**config.mk**
```make
export PLATFORM = sky130hd
export DESIGN_NAME = count_controller
export DESIGN_NICKNAME = d
export VERILOG_FILES = /design/src/rtl/count_controller_pkg.sv /design/src/rtl/count_controller_step_counter.sv /design/src/rtl/count_controller.sv
export VERILOG_INCLUDE_DIRS = /design/src /design/src/rtl
export SDC_FILE = /design/constraint.sdc
export NUM_CORES = 1
export LEC_CHECK = 0
export ABC_AREA = 1
export ABC_CLOCK_PERIOD_IN_PS = 2350
export CORE_AREA = 2 2 39 41
export DETAILED_ROUTE_END_ITERATION = 12
export DIE_AREA = 0 0 41 43
export GPL_ROUTABILITY_DRIVEN = 0
export HOLD_SLACK_MARGIN = 0.12
export PLACE_DENSITY = 0.72
export SETUP_SLACK_MARGIN = 0.02
export SYNTH_ARGS = -nofsm -noshare
export SYNTH_HDL_FRONTEND = slang
export SYNTH_SLANG_ARGS = --single-unit
```
**constraint.sdc**
```tcl
create_clock -name clk -period 2.35 [get_ports clk]
set_clock_uncertainty 0.05 [all_clocks]
set_input_delay 0.5875 -clock clk [delete_from_list [all_inputs] [get_ports clk]]
set_output_delay 0.5875 -clock clk [all_outputs]
set_load 0.03 [all_outputs]
```
**src/rtl/ctrl_defs.vh**
```
// Shared sequencer definitions: state encodings and default run-length width.
// Included by count_controller_pkg and by the other sequencer blocks.
`ifndef CTRL_DEFS_VH
`define CTRL_DEFS_VH

`define CTRL_ST_IDLE        2'b00
`define CTRL_ST_CLEAR       2'b01
`define CTRL_ST_RUN         2'b10
`define CTRL_ST_DONE        2'b11

`define CTRL_LEN_W_DEFAULT  4

`endif

```
**src/rtl/count_controller_pkg.sv**
```systemverilog
// count_controller_pkg: state type and default width for count_controller.
// The encodings come from the shared ctrl_defs.vh, so every sequencer block
// decodes the same state values.
package count_controller_pkg;

`include "ctrl_defs.vh"

    typedef enum logic [1:0] {
        ST_IDLE  = `CTRL_ST_IDLE,
        ST_CLEAR = `CTRL_ST_CLEAR,
        ST_RUN   = `CTRL_ST_RUN,
        ST_DONE  = `CTRL_ST_DONE
    } ctrl_state_t;

    localparam int DEFAULT_LEN_W = `CTRL_LEN_W_DEFAULT;

endpackage

```
**src/rtl/count_controller_step_counter.sv**
```systemverilog
// step_counter: loadable down-counter holding the enable cycles left in a run.
// Load has priority over decrement. The counter never wraps below zero.
module step_counter #(
    parameter int W = 5
) (
    input  logic         clk,
    input  logic         rst,
    input  logic         load,
    input  logic [W-1:0] load_value,
    input  logic         dec,
    output logic [W-1:0] value,
    output logic         zero
);

    assign zero = (value == '0);

    // Count register: reset clears, load replaces, dec steps down by one.
    always_ff @(posedge clk) begin
        if (rst) begin
            value <= '0;
        end else if (load) begin
            value <= load_value;
        end else if (dec && !zero) begin
            value <= value - W'(1);
        end
    end

endmodule

```
**src/rtl/count_controller.sv**
```systemverilog
// count_controller: IDLE -> CLEAR -> RUN -> DONE sequencer that issues one
// clear strobe, then N count-enable cycles, then a single done pulse.
// A latched len of 0 means 2^LEN_W cycles; the internal count is one bit
// wider so that value fits, and remaining shows only the low LEN_W bits.
//
// Handshake: a run is accepted on a rising edge where ready=1 and start=1;
// len is sampled on that edge only. start while busy is dropped, not queued.
//
// Optional feature macro: CTRL_PAUSE_EN adds the pause input, which freezes
// cnt_en, the count and the state while in RUN.
module count_controller
    import count_controller_pkg::*;
#(
    parameter int LEN_W = DEFAULT_LEN_W
) (
    input  logic             clk,
    input  logic             rst,
    input  logic             start,
    input  logic [LEN_W-1:0] len,
`ifdef CTRL_PAUSE_EN
    input  logic             pause,
`endif
    output logic             ready,
    output logic             cnt_clr,
    output logic             cnt_en,
    output logic             busy,
    output logic             done,
    output logic [LEN_W-1:0] remaining
);

    localparam int CW = LEN_W + 1;

    ctrl_state_t   state;
    ctrl_state_t   state_next;

    logic [CW-1:0] count;
    logic          count_zero;
    logic [CW-1:0] load_value;
    logic          accept;
    logic          run_step;
    logic          last_step;
    logic          paused;

`ifdef CTRL_PAUSE_EN
    assign paused = pause;
`else
    assign paused = 1'b0;
`endif

    // A zero length request stands for the full 2^LEN_W cycles.
    assign load_value = (len == '0) ? {1'b1, {LEN_W{1'b0}}} : {1'b0, len};
    assign accept     = (state == ST_IDLE) && start;

    // One enable cycle is issued whenever RUN is not frozen; the count
    // guard keeps a corrupted zero count from underflowing.
    assign run_step   = (state == ST_RUN) && !paused && !count_zero;
    assign last_step  = run_step && (count == CW'(1));

    assign remaining  = count[LEN_W-1:0];

    step_counter #(
        .W (CW)
    ) u_step_counter (
        .clk        (clk),
        .rst        (rst),
        .load       (accept),
        .load_value (load_value),
        .dec        (run_step),
        .value      (count),
        .zero       (count_zero)
    );

    // State register; reset aborts any run without a done pulse.
    always_ff @(posedge clk) begin
        if (rst) begin
            state <= ST_IDLE;
        end else begin
            state <= state_next;
        end
    end

    // Next-state and output decode from the registered state.
    always_comb begin
        state_next = state;
        ready      = 1'b0;
        busy       = 1'b1;
        cnt_clr    = 1'b0;
        cnt_en     = 1'b0;
        done       = 1'b0;
        unique case (state)
            ST_IDLE: begin
                ready = 1'b1;
                busy  = 1'b0;
                if (start) begin
                    state_next = ST_CLEAR;
                end
            end
            ST_CLEAR: begin
                cnt_clr    = 1'b1;
                state_next = ST_RUN;
            end
            ST_RUN: begin
                cnt_en = run_step;
                if (last_step) begin
                    state_next = ST_DONE;
                end
            end
            ST_DONE: begin
                done       = 1'b1;
                state_next = ST_IDLE;
            end
            default: begin
                state_next = ST_IDLE;
            end
        endcase
    end

    // The three datapath strobes never overlap.
    a_strobes_exclusive: assert property (
        @(posedge clk) disable iff (rst) $onehot0({cnt_clr, cnt_en, done})
    );

endmodule
```
# After elaboration in Yosys (flattened, before gate mapping)
# Cells that the tools add are included.
# totals
ff_bits	7
input_bits	7
out_inout_bits	9
wordCells	30
# op_classes
addsub	1
eq_ne	6
n_mux	11
n_reduce_logical	10
# op_table
operator	n
$mux 5	3
$pmux 2 s4	1
$eq 5x1->1 const B	1
$logic_not 5->1	1
$mux 1	5
$sub 5x1->5 const B	1
$eq 2x2->1 const B	2
$logic_and 1x1->1	4
$logic_not 4->1	1
$mux 2	2
$ne 2x2->1 const B	2
$eq 2x1->1 const B	1
$logic_not 2->1	1
$reduce_and 2->1	1
$reduce_bool 2->1	1
$logic_not 1->1	1

# Depth between registers and ports, before layout
# Gate-level depths: netlist (run 1).
# depth
ltp_word	6
depth_mapped	8
depth_no_buf	8

# Cells and area by module
# From an unflattened synthesis (run 1), not the netlist that was laid out.
# hier_totals
hier_cells	92
area_unflattened_um2	561.8
# modules_own_cells
mod	instances	cells_each	area_each_um2	seq_area_each_um2
step_counter	1	58	347.8	100.1
count_controller	1	34	214.0	40.0

# Least setup slack after synthesis (run 1)
# No wires, ideal clock.
# synth_timing
path_kind	register -> output
startpoint	reg state[0]
endpoint	out busy
t_arrival_ns	1.066
t_required_ns	1.712
slack_ns	0.646
stages_incl_launch_ff	4
path_buffers	0
path_cell_list	dfxtp_1 -> inv_1 -> ha_1 -> inv_1
# synth_between
elab_chain_len	2
# synth_lines
element	line	rtl
start, declared	count_controller.sv:33	ctrl_state_t state;
start signal, assigned	count_controller.sv:78	state <= state_next;
$logic_not 2->1	count_controller.sv:90	unique case (state)
$mux 1	count_controller.sv:90	
end, declared	count_controller.sv:26	output logic busy,
# No other way between the ends.

# Worst setup path after layout (run 1)
# layout_timing
startpoint	reg u_step_counter.value[0]
endpoint	out cnt_en
# layout_between
elab_chain_len	4
# layout_lines
element	line	rtl
start, declared	count_controller_step_counter.sv:11	output logic [W-1:0] value,
start signal, assigned	count_controller_step_counter.sv:22	value <= load_value;
start signal, assigned	count_controller_step_counter.sv:24	value <= value - W'(1);
$logic_not 5->1	count_controller_step_counter.sv:15	assign zero = (value == '0);
$logic_not 1->1	count_controller.sv:56	assign run_step = (state == ST_RUN) && !paused && !count_zero;
$logic_and 1x1->1	count_controller.sv:56	
$mux 1	count_controller.sv:90	
end, declared	count_controller.sv:25	output logic cnt_en,
# No other way between the ends.

==> flow_metrics.py, run 1 <==
metrics = {
    "global_routing": {
        "grt_overflow": 0,
        "grt_pass1_wl_um": 1911,
        "grt_usage_pct": 15.95,
        "antenna_found_initial": 0,
        "grt_pass1_vias": 488,
        "grt_max_degree": 9,
    },
    "detailed_routing": {
        "drt_iter0_markers": 7,
        "vias_per_cell": 4.718,
        "num_vias": 519,
        "ant_nets": 0,
        "drc": 0,
        "first_pass_iters": 4,
        "wl_per_cell_um": 9.609,
        "wl_um": 1057,
    },
    "clock_tree": {
        "htreeDepth": 1,
        "cts-root-buf": "clkbuf_4",
        "cts_setup_buffers": 0,
        "cts_buffers": 3,
        "cts_tree": "done",
        "path_clk_slew_ns": 0.05,
        "clk_latency_ns": 0.25,
        "clock_sinks": 7,
        "cts.path.max_buffers": 2,
        "cts.hold.buffers_added": 0,
    },
    "critical_path": {
        "required_ns": 1.71,
        "cp.arrival_ns": 1.55,
        "critPathMaxStageDelay_ns": 0.36,
        "crit_buf_inv": 3,
        "path_cells": "inv_1 -> ha_1 -> nand3_2 -> nand2_4 -> inv_2 -> clkdlybuf4s15_1",
        "cp_top_family": "buffers and inverters",
        "crit_slowest_cell": "clkdlybuf4s15_1",
        "worstPathMaxFanout": 4,
        "worstSetupPathType": "reg -> out",
        "crit_path_start_kind": "flop",
        "crit_path_end_kind": "primary output",
    },
    "synthesis": {
        "yosysSeqAreaShare_pct": 25.06,
        "synth_cells": 78,
        "syn_avg_cell_area_sq_um": 7.170,
        "synth_cell_types": 21,
        "syn_area_sq_um": 559.3,
        "ys_warn_count": 0,
        "ys_seq_elements": 7,
        "synth_nets": 92,
    },
    "placement": {
        "portBuffers": 15,
        "hpwlAfterDp_um": 930.5,
        "post-place-ws_ns": 0.1050,
    },
    "floorplanning": {
        "initial_core_util_pct": 40.42,
        "core_sq_um": 1384,
        "die_x_um": 41,
        "io_pins": 16,
        "core.rowCount": 14,
        "die_area_sq_um": 1763,
        "die_y_um": 43,
    },
    "power_and_ir_drop": {
        "ir_worst_vdd_mv": 0.7038,
        "leakagePower_nw": 0.3587,
        "power.density_nw_per_um2": 1507,
    },
    "sta": {
        "final_hold_viol_count": 0,
        "grt_setup_unrepaired": "no",
        "timing.final.crit_share_pct": 93.20,
        "setup_viol": 0,
        "worst_slew_pin_slew_ns": 0.3139,
        "drv_slew": 0,
        "slew_headroom_pct": 79.04,
        "layout_min_cycle_time_ns": 2.190,
        "fmax_ghz": 0.4566,
        "tns_ns": 0,
        "setup_slack_ns": 0.1597,
    },
    "finish": {
        "nets": 109,
        "area_delta_synth_final_pct": 31.32,
        "diodes": 0,
        "drive_above_1_share_pct": 13.83,
    },
    "worst_hold_path": {
        "hp-class": "reg -> reg",
    },
    "status": {
        "status": "finished clean",
    },
    "run": {
        "drv_cap": 0,
    },
}
## cell families (layout without fill, tap and decap cells)
group                      count (synthesis)  after routing  share of synthesized area [%]
buffers and inverters                     17             33                          14.99
and+or+nand+nor                           39             39                          34.68
xor gates and xnor gates                   1              1                          1.566
AOI/OAI and AO/OA                          7              7                          8.053
adders and majority gates                  7              7                          15.66
DFF                                        7              7                          25.06
## layout by cell type, fill, tap and decap left out, drive strengths merged, types with 2 or more instances in the layout
master,instances
nand2,16
clkdlybuf4s50,12
inv,12
nor2,12
ha,7
dfxtp,7
nand3,6
clkbuf,4
a21oi,4
nor3,3
o21ai,2
## registers in the layout, indices dropped and copies added (netlist names)
register / flops
u_step_counter.value: 5
state: 2
## through the flow
| stage | instances | area, sq um | hold slack (ns) | utilization [%] | power (mW) |
|---|---|---|---|---|---|
| finish | 110 | 734.5 | 0.4427 | 53.07 | 1.107 |
| global route | 110 | 734.5 | 0.4537 | 53.07 | 1.224 |
| CTS | 110 | 730.7 | 0.4469 | 52.80 | 1.123 |
| detailed placement | 106 | 706.9 | 0.4401 | 51.09 | 1.024 |
| global placement | 106 | 706.9 | 0.4241 | 51.09 | 1.021 |
| floorplan | 78 | 559.3 | 0.4009 | - | 0.8293 |
## where the power goes
part,internal [mW],total (mW),switching [mW]
logic,0.305,0.776,0.471
registers,0.169,0.222,0.0534
clock network,0.0648,0.109,0.0439
## synth_stat cells (all sizes together)
| master | number | area, sq um |
|---|---|---|
| inv | 12 | 45.04 |
| clkinv | 1 | 8.760 |
| o31ai | 1 | 7.510 |
| nand3b | 1 | 7.510 |
| nand4 | 1 | 6.260 |
| xor2 | 1 | 8.760 |
| buf | 4 | 30.03 |
| dfxtp | 7 | 140.1 |
| ha | 7 | 87.58 |
| o21ai | 2 | 10.00 |
| a21oi | 4 | 27.53 |
| nand2 | 16 | 82.58 |
| nand3 | 6 | 35.03 |
| nor2 | 12 | 47.55 |
| nor3 | 3 | 15.01 |
## metal layers
| layer | global-route usage [%] | wire, um | vias up |
|---|---|---|---|
| met2 | 26.25 | 573 | 11 |
| met5 | 0 | 0 | - |
| li1 | - | - | 273 |
| met3 | 8.901 | 56 | 2 |
| met1 | 16.35 | 421 | 233 |
| met4 | 4.667 | 6 | 0 |
## timing repair
item	in CTS	in global routing
cloned	0	0
gates resized for setup	2	2
setup endpoints to repair	2	2
## final cells by class
| type | instances | area, sq um |
|---|---|---|
| multi-input combinational | 54 | 335.3 |
| clock buffer | 4 | 26.28 |
| fill | 143 | 649.4 |
| timing repair buffer | 16 | 158.9 |
| inverter | 13 | 53.80 |
| tap | 16 | 20.02 |
| sequential | 7 | 140.1 |
## final timing paths
kind                                start                       to  slack [ns]  cells after the start
setup reg to reg                 state[0]  u_step_counter.value[2]        0.95                      6
setup / recovery  u_step_counter.value[0]                   cnt_en        0.16                      6
hold reg to reg   u_step_counter.value[4]  u_step_counter.value[4]        0.44                      2
hold / removal    u_step_counter.value[4]  u_step_counter.value[4]        0.44                      2
## tightest hold or removal path, stage by stage, from the launching register on
cell and delay [ns]:
dfxtp_1 0.31, nand3_1 0.07, a21oi_1 0.06
Power figures use the tool's default switching activity.
==> inputs of run 2 (changes only) <==
- DONT_BUFFER_PORTS: unset -> 1
- PLACE_DENSITY: 0.72 -> unset
==> flow_metrics.py, run 2 (synthesized netlist as in run 1, its figures left out) <==
metrics = {
    "finish": {
        "largest-register": "u_step_counter.value",
        "layout_commonest_cell": "nand2_1",
        "drive_above_1_share_pct": 18.52,
        "area_delta_synth_final_pct": 6.935,
        "fill_cells": 148,
        "instances_no_fill": 97,
        "nets": 96,
        "multi_input_area_sq_um": 335.3,
        "most-common-layout-cells": "nand2_1 (13), inv_1 (11), nor2_1 (11), ha_1 (7), dfxtp_1 (7)",
        "top_regs": "u_step_counter.value (5), state (2)",
        "diodes": 0,
        "largest_reg_flops": 5,
        "seq_area_sq_um": 140.1,
    },
    "floorplanning": {
        "initial_core_util_pct": 40.42,
        "die_y_um": 43,
        "core.rowCount": 14,
        "die_x_um": 41,
        "die_area_sq_um": 1763,
        "io_pins": 16,
        "core_sq_um": 1384,
    },
    "global_routing": {
        "antenna_found_initial": 0,
        "grt_usage_pct": 16.30,
        "grt_pass1_vias": 444,
        "grt_pass1_wl_um": 1869,
        "grt_overflow": 0,
        "grt_max_degree": 9,
    },
    "clock_tree": {
        "clock_sinks": 7,
        "cts_buffers": 3,
        "cts-root-buf": "clkbuf_4",
        "path_clk_slew_ns": 0.06,
        "cts_setup_buffers": 0,
        "clk_latency_ns": 0.26,
        "htreeDepth": 1,
        "cts_tree": "done",
        "cts_resized": 0,
        "cts.hold.buffers_added": 0,
        "cts.path.max_buffers": 2,
    },
    "power_and_ir_drop": {
        "ir_worst_vdd_mv": 0.7360,
        "leakagePower_nw": 0.3022,
        "report.power.total_mw": 1.022,
        "power.density_nw_per_um2": 1709,
    },
    "sta": {
        "grt_setup_unrepaired": "no",
        "final_hold_viol_count": 0,
        "worst_slew_pin_slew_ns": 0.4484,
        "setup_viol": 0,
        "timing.final.crit_share_pct": 86.34,
        "tns_ns": 0,
        "fmax_ghz": 0.4928,
        "slew_headroom_pct": 70.07,
        "drv_slew": 0,
        "layout_min_cycle_time_ns": 2.029,
    },
    "detailed_routing": {
        "num_vias": 480,
        "drt_iter0_markers": 6,
        "first_pass_iters": 4,
        "wl_per_cell_um": 11.35,
        "ant_nets": 0,
        "vias_per_cell": 4.948,
        "wl_um": 1101,
        "drc": 0,
    },
    "critical_path": {
        "crit_path_start_kind": "flop",
        "worstSetupPathType": "reg -> out",
        "r2r-end": "state[0]",
        "r2r_start": "state[0]",
        "cp.arrival_ns": 1.39,
        "r2r_slack_ns": 0.61,
        "worstPathMaxFanout": 4,
        "required_ns": 1.71,
        "r2r.worst_path.cells": 7,
        "crit_path_end_kind": "primary output",
    },
    "worst_hold_path": {
        "hold_end": "u_step_counter.value[3]",
        "min_from": "rst",
        "hp-class": "in -> reg",
        "hold_depth": 1,
    },
    "status": {
        "status": "finished clean",
    },
    "placement": {
        "hpwlAfterDp_um": 888.3,
        "place_inst": 93,
        "portBuffers": 0,
    },
    "run": {
        "drv_cap": 0,
    },
}
-- run 2: worst max-delay path by stage --
stage	from	to	slack [ns]	cells past startpoint
after floorplan	state[0]	busy	0.65	3
after global placement	state[0]	busy	0.62	3
after detailed placement	state[0]	busy	0.59	3
after CTS	state[0]	busy	0.30	3
after global routing	state[0]	busy	0.23	3
final	state[0]	busy	0.32	3
-- run 2: cell type report --
| cell class | instances | area share, % |
|---|---|---|
| multi-input combinational | 54 | 56.07 |
| clock buffer | 4 | 4.393 |
| timing repair buffer | 3 | 3.766 |
| sequential | 7 | 23.43 |
| tap | 16 | 3.347 |
| inverter | 13 | 8.996 |
-- run 2: worst max-delay path, cell delays in order (launching register included) --
cell and delay [ns]:
dfxtp_1 0.33, inv_1 0.11, ha_1 0.42, inv_1 0.27
-- run 2: stage by stage --
step           hold WS (ns)  area [sq um]  utilization (%)  setup slack (ns)
2_1_floorplan        0.4009         559.3                -            0.6463
3_3_place_gp         0.4169         571.8            41.32            0.6169
3_5_place_dp         0.4267         571.8            41.32            0.5922
4_1_cts              0.3302         598.1            43.22            0.3029
5_1_grt              0.3216         598.1            43.22            0.2337
6_report             0.3343         598.1            43.22            0.3210
-- run 2: metal layers --
metal  global-route usage (%)  vias to the layer above  routed length [um]  part of all wire [%]
met5                        0                        -                   0                     0
met4                    10.00                        0                  11                   1.0
met3                    7.330                        2                  62                   5.6
met2                    21.88                       10                 529                    48
met1                    20.39                      221                 498                    45
li1                         -                      247                   -                     -
-- run 2: report_power, final --
group	leakage [nW]	internal, mW	switching, mW
registers	0.0578	0.168	0.0531
logic	0.229	0.217	0.466
clock network	0.0150	0.0654	0.0529
